==> src/rtl/sal_fifo_rd_adapter_if.sv <==
// Read-side bundle between SAL_FIFO, the pop adapter and the downstream consumer.
// master = adapter side, slave = FIFO/consumer side.
interface sal_fifo_rd_adapter_if #(
    parameter int DATA_WIDTH = 32
);
    logic                  fifo_empty_i;
    logic                  fifo_rden_o;
    logic [DATA_WIDTH-1:0] fifo_rdata_i;
    logic                  valid_o;
    logic                  ready_i;
    logic [DATA_WIDTH-1:0] data_o;

    modport master (
        input  fifo_empty_i, fifo_rdata_i, ready_i,
        output fifo_rden_o, valid_o, data_o
    );

    modport slave (
        output fifo_empty_i, fifo_rdata_i, ready_i,
        input  fifo_rden_o, valid_o, data_o
    );
endinterface

==> src/rtl/sal_fifo_rd_adapter.sv <==
// Pop stage for SAL_FIFO: head + skid buffer turning empty/rden/rdata into valid/ready.
// Optional statistics counters are built when SAL_FIFO_RD_ADAPTER_STATS_EN is defined.
module sal_fifo_rd_adapter #(
    parameter int DATA_WIDTH = 32,
    parameter int STAT_WIDTH = 16
) (
    input  logic                  clk,
    input  logic                  rst_n,
    sal_fifo_rd_adapter_if.master bus
`ifdef SAL_FIFO_RD_ADAPTER_STATS_EN
    ,
    output logic [STAT_WIDTH-1:0] xfer_cnt_o,
    output logic [STAT_WIDTH-1:0] stall_cnt_o
`endif
);

    typedef enum logic [1:0] {
        EMPTY = 2'd0,
        ONE   = 2'd1,
        TWO   = 2'd2
    } occ_t;

    occ_t                  cnt_q, cnt_d;
    logic [DATA_WIDTH-1:0] head_q, head_d;
    logic [DATA_WIDTH-1:0] skid_q, skid_d;
    logic                  pop;
    logic                  valid;
    logic                  xfer;

    function automatic logic [STAT_WIDTH-1:0] sat_inc(input logic [STAT_WIDTH-1:0] v);
        return (&v) ? v : v + 1'b1;
    endfunction

    // The pop decision depends only on FIFO state and local occupancy, never on ready_i.
    assign pop   = rst_n & ~bus.fifo_empty_i & (cnt_q != TWO);
    assign valid = (cnt_q != EMPTY);
    assign xfer  = valid & bus.ready_i;

    assign bus.fifo_rden_o = pop;
    assign bus.valid_o     = valid;
    assign bus.data_o      = head_q;

    always_comb begin
        cnt_d  = cnt_q;
        head_d = head_q;
        skid_d = skid_q;
        case (cnt_q)
            EMPTY: begin
                if (pop) begin
                    cnt_d  = ONE;
                    head_d = bus.fifo_rdata_i;
                end
            end
            ONE: begin
                if (pop && xfer) begin
                    head_d = bus.fifo_rdata_i;
                end else if (pop) begin
                    cnt_d  = TWO;
                    skid_d = bus.fifo_rdata_i;
                end else if (xfer) begin
                    cnt_d = EMPTY;
                end
            end
            TWO: begin
                if (xfer) begin
                    cnt_d  = ONE;
                    head_d = skid_q;
                end
            end
            default: cnt_d = EMPTY;
        endcase
    end

    always_ff @(posedge clk) begin
        if (!rst_n) begin
            cnt_q  <= EMPTY;
            head_q <= '0;
            skid_q <= '0;
        end else begin
            cnt_q  <= cnt_d;
            head_q <= head_d;
            skid_q <= skid_d;
        end
    end

`ifdef SAL_FIFO_RD_ADAPTER_STATS_EN
    logic [STAT_WIDTH-1:0] xfer_cnt_q;
    logic [STAT_WIDTH-1:0] stall_cnt_q;

    always_ff @(posedge clk) begin
        if (!rst_n) begin
            xfer_cnt_q  <= '0;
            stall_cnt_q <= '0;
        end else begin
            if (xfer) begin
                xfer_cnt_q <= sat_inc(xfer_cnt_q);
            end
            if (valid && !bus.ready_i) begin
                stall_cnt_q <= sat_inc(stall_cnt_q);
            end
        end
    end

    assign xfer_cnt_o  = xfer_cnt_q;
    assign stall_cnt_o = stall_cnt_q;
`else
`endif

endmodule

==> src/flat_wrapper.sv <==
// flat-port wrapper written by rule: the top's interface ports become plain ports
module sal_fifo_rd_adapter_flat 
#(
    parameter int DATA_WIDTH = 32,
    parameter int STAT_WIDTH = 16
)
  (clk, rst_n, bus_fifo_empty_i, bus_fifo_rdata_i, bus_ready_i, bus_fifo_rden_o, bus_valid_o, bus_data_o);
  sal_fifo_rd_adapter_if #(.DATA_WIDTH(DATA_WIDTH)) bus_i ();
  input  logic clk;
  input  logic rst_n;
  input wire logic [$bits(bus_i.fifo_empty_i)-1:0] bus_fifo_empty_i;
  input wire logic [$bits(bus_i.fifo_rdata_i)-1:0] bus_fifo_rdata_i;
  input wire logic [$bits(bus_i.ready_i)-1:0] bus_ready_i;
  output wire logic [$bits(bus_i.fifo_rden_o)-1:0] bus_fifo_rden_o;
  output wire logic [$bits(bus_i.valid_o)-1:0] bus_valid_o;
  output wire logic [$bits(bus_i.data_o)-1:0] bus_data_o;
  assign bus_i.fifo_empty_i = bus_fifo_empty_i;
  assign bus_i.fifo_rdata_i = bus_fifo_rdata_i;
  assign bus_i.ready_i = bus_ready_i;
  assign bus_fifo_rden_o = bus_i.fifo_rden_o;
  assign bus_valid_o = bus_i.valid_o;
  assign bus_data_o = bus_i.data_o;
  sal_fifo_rd_adapter #(.DATA_WIDTH(DATA_WIDTH), .STAT_WIDTH(STAT_WIDTH)) u_core (.clk(clk), .rst_n(rst_n), .bus(bus_i));
endmodule
==> config.mk <==
export PLATFORM = sky130hd
export DESIGN_NAME = sal_fifo_rd_adapter_flat
export DESIGN_NICKNAME = d
export VERILOG_FILES = /design/src/rtl/sal_fifo_rd_adapter_if.sv /design/src/rtl/sal_fifo_rd_adapter.sv /design/src/flat_wrapper.sv
export SDC_FILE = /design/constraint.sdc
export NUM_CORES = 1
export LEC_CHECK = 0
export CORE_MARGIN = 2
export CORE_UTILIZATION = 45
export DETAILED_ROUTE_END_ITERATION = 10
export PLACE_DENSITY = 0.86
export RECOVER_POWER = 25
export REMOVE_ABC_BUFFERS = 1
export SYNTH_ARGS = -nofsm -noshare
export SYNTH_HDL_FRONTEND = slang
export SYNTH_SLANG_ARGS = --single-unit
==> constraint.sdc <==
create_clock -name clk -period 1.5 [get_ports clk]
set_clock_uncertainty 0.15 [all_clocks]
set_input_delay 0.3 -clock clk [delete_from_list [all_inputs] [get_ports clk]]
set_output_delay 0.3 -clock clk [all_outputs]
set_load 0.005 [all_outputs]
==> results.ini <==
[worst_setup_path]
reg2reg_depth = 7
critPathKind = reg -> reg
reg2reg_to = u_core.skid_q[18]
startpoint_type = flip-flop
cp.arrival_ns = 1.87
critical_path_peak_fanout = 5
end_kind = flip-flop
rrSetupSlack_ns = -0.25
reg2reg_from = u_core.cnt_q[0]
critPathLaunch = u_core.cnt_q[0]
worstSetupEndpoint = u_core.skid_q[18]
critPathRequiredTime_ns = 1.62

[yosys]
synthSimpleGateAreaFrac_pct = 8.15
syn_area_um2 = 3020
synth-compound-area-share_pct = 30.1
yosys.area.top_type = dfxtp_1
ys_ff_latch = 66
synthXorXnorAreaFrac_pct = 0
ys_warn_count = 0
synth_fa_ha_area_share_pct = 0
netlist.area_leader.share_pct = 43.7
ys_seq_area_share_pct = 43.7
syn_inst = 322
synth_cell_types = 25
syn_avg_cell_area_um2 = 9.39
synth.area.top_cells = dfxtp_1, mux2i_1, a311oi_1, a211oi_1, a21oi_1
synthMuxAreaShare_pct = 10.6
synth_top_family_by_area = compound AO/OA/AOI/OAI gates

[timing]
min_period_ns = 1.75
drv_slew = 0
max_slew_margin_pct = 72.5
rsz0062_at_grt = yes
max_freq_mhz = 572
period_share_pct = 117
worst_slack_ns = -0.248
worstMarginPinSlew_ns = 0.412
setup_viol = 67
finalHoldWorstSlack_ns = 0.289
finalHoldViolCount = 0

[clocking]
cts_tree = done
clkLatencyLatePin_ns = 0.35
ctsHtreeMaxLevel = 3
cts_hold_buf = 0
cts_buffers = 9
cts_sinks = 66
clkTransAtPathRegs_ns = 0.07
root_buffer = clkbuf_8
clockBufferDepth = 2

[placement]
dpl_worst_slack_ns = -0.606
port_buffers = 69
place_area_um2 = 3930
dp.cells = 452
dp_hpwl_mm = 5.40
place.gp.congestion = 0.789

[finish]
fillCellCount = 398
drive_above_1_share_pct = 38.4
design_area_um2 = 4760
diodes = 0
finalNonFillerCells = 483
area_delta_synth_final_pct = 57.4
utilization_pct = 74.1
nNetsFinal = 437

[floorplanning]
coreArea_um2 = 6420
num_io_pins = 70
die_x_um = 86.0
die_h_um = 86.0
start_util_pct = 47.1
rows = 29
die_area_um2 = 7390

[outcome]
violations = setup timing
status = finished, violations left

[worst_hold_path]
min_path_type = in -> reg
min_from = rst_n

[detailed_routing]
wl_per_cell_um = 23.1
drt-pass1-iter-count = 5
drt-initial-drc-count = 295
drtAntennaViolNets = 0
totalWireLength_mm = 11.2
via_per_inst = 6.75
num_vias = 3258
drc = 0

[pwr]
p_leak_uw = 0.00194
ir_drop_mv = 0.747
power_density_nw_per_um2 = 914

[run]
max-cap-violations = 0

[global_routing]
grtUsageTotal_pct = 28.3
grt-ovfl-total = 0
grt_start_max_net_pins = 33
grt_pass1_vias = 3049
grt_pass1_wl_mm = 16.1
antenna_found_initial = 0

## worst min-delay path by stage
stage / end / slack [ns] / depth (start not counted)
detailed placement: u_core.skid_q[1] / 0.32 / 2
CTS: u_core.cnt_q[0] / 0.27 / 3
finish: u_core.cnt_q[0] / 0.29 / 3
global placement: u_core.skid_q[9] / 0.31 / 2
global route: u_core.cnt_q[0] / 0.31 / 3
floorplan: u_core.cnt_q[1] / 0.22 / 1
## metal layers
metal,vias up,routed length (um),GRT usage (%)
met1,1586,4340,33.9
met3,53,932,7.51
met2,221,5470,47.6
met4,0,430,12.0
met5,-,0,0
li1,1398,-,-
## layout make-up
| type | instances | area [um2] | share of cell area, % |
|---|---|---|---|
| tap | 77 | 96.3 | 2.02 |
| inverter | 3 | 16.3 | 0.342 |
| sequential | 66 | 1350 | 28.3 |
| clock inverter | 1 | 5.00 | 0.105 |
| timing repair buffer | 112 | 1150 | 24.2 |
| clock buffer | 15 | 196 | 4.13 |
| multi-input combinational | 209 | 1940 | 40.9 |
## logic make-up after synthesis
kind of cell / count (synthesis)
buf+inv: 47
mux: 32
simple gates: 44
compound gates: 133
flops: 66
## cell usage after synthesis
cell type,count
dfxtp_1,66
a21oi_1,33
nand3_1,33
a311oi_1,32
mux2i_1,32
a211oi_1,29
o21ai_0,27
clkbuf_1,26
buf_2,9
a211oi_2,5
o21ai_1,5
buf_4,4
buf_6,3
inv_1,3
nand2b_1,3
buf_1,2
nor2b_1,2
a31o_4,1
and2_1,1
and3b_1,1
nand3b_1,1
nand4bb_1,1
nor4bb_1,1
o21a_1,1
or2_2,1
## critical path, cell delays in order (launching register included)
cell and delay, ns:
dfxtp_2 0.37, buf_6 0.12, buf_4 0.12, nor4bb_4 0.25, buf_4 0.20, buf_6 0.14
nand3_1 0.11, a21oi_1 0.19
## layout by cell type (no fill, tap or decap), types with 2 or more instances in the layout
| cell | count |
|---|---|
| buf_6 | 11 |
| a311oi_1 | 6 |
| a311oi_2 | 19 |
| mux2i_1 | 31 |
| dlygate4sd2_1 | 35 |
| buf_16 | 2 |
| a211oi_1 | 2 |
| nand3_2 | 2 |
| a211oi_4 | 2 |
| dfxtp_1 | 47 |
| a21oi_2 | 6 |
| buf_4 | 23 |
| dfxtp_2 | 18 |
| a211oi_2 | 30 |
| o21ai_0 | 21 |
| o21ai_1 | 11 |
| buf_12 | 8 |
| clkdlybuf4s50_1 | 32 |
| nand3_1 | 31 |
| clkbuf_8 | 14 |
| a21oi_1 | 27 |
| a311oi_4 | 7 |
## sequential cells by signal (all words and copies together), names as in the netlist
signal / cells
u_core.bus.data_o: 32
u_core.skid_q: 32
u_core.cnt_q: 2
## through the flow
stage               power [uW]  setup TNS, ns
floorplan                 2200         -94.46
global route              4470         -10.35
CTS                       4180          -2.01
detailed placement        2610         -31.99
finish                    4350          -8.62
global placement          2590         -29.30
## power breakdown
group / leakage (uW) / internal (uW) / switching (uW) / total, uW
registers: 0.000546 / 1850 / 75.4 / 1920
clock network: 0.000106 / 825 / 696 / 1520
logic: 0.00129 / 472 / 435 / 907
## timing repair
item,CTS,global route
setup buffers,9,1
endpoints found under the setup margin,98,67
gates cloned,5,0
resized for setup,126,41
pin swaps,4,5
Note: power is estimated with default switching activity, not from simulation.
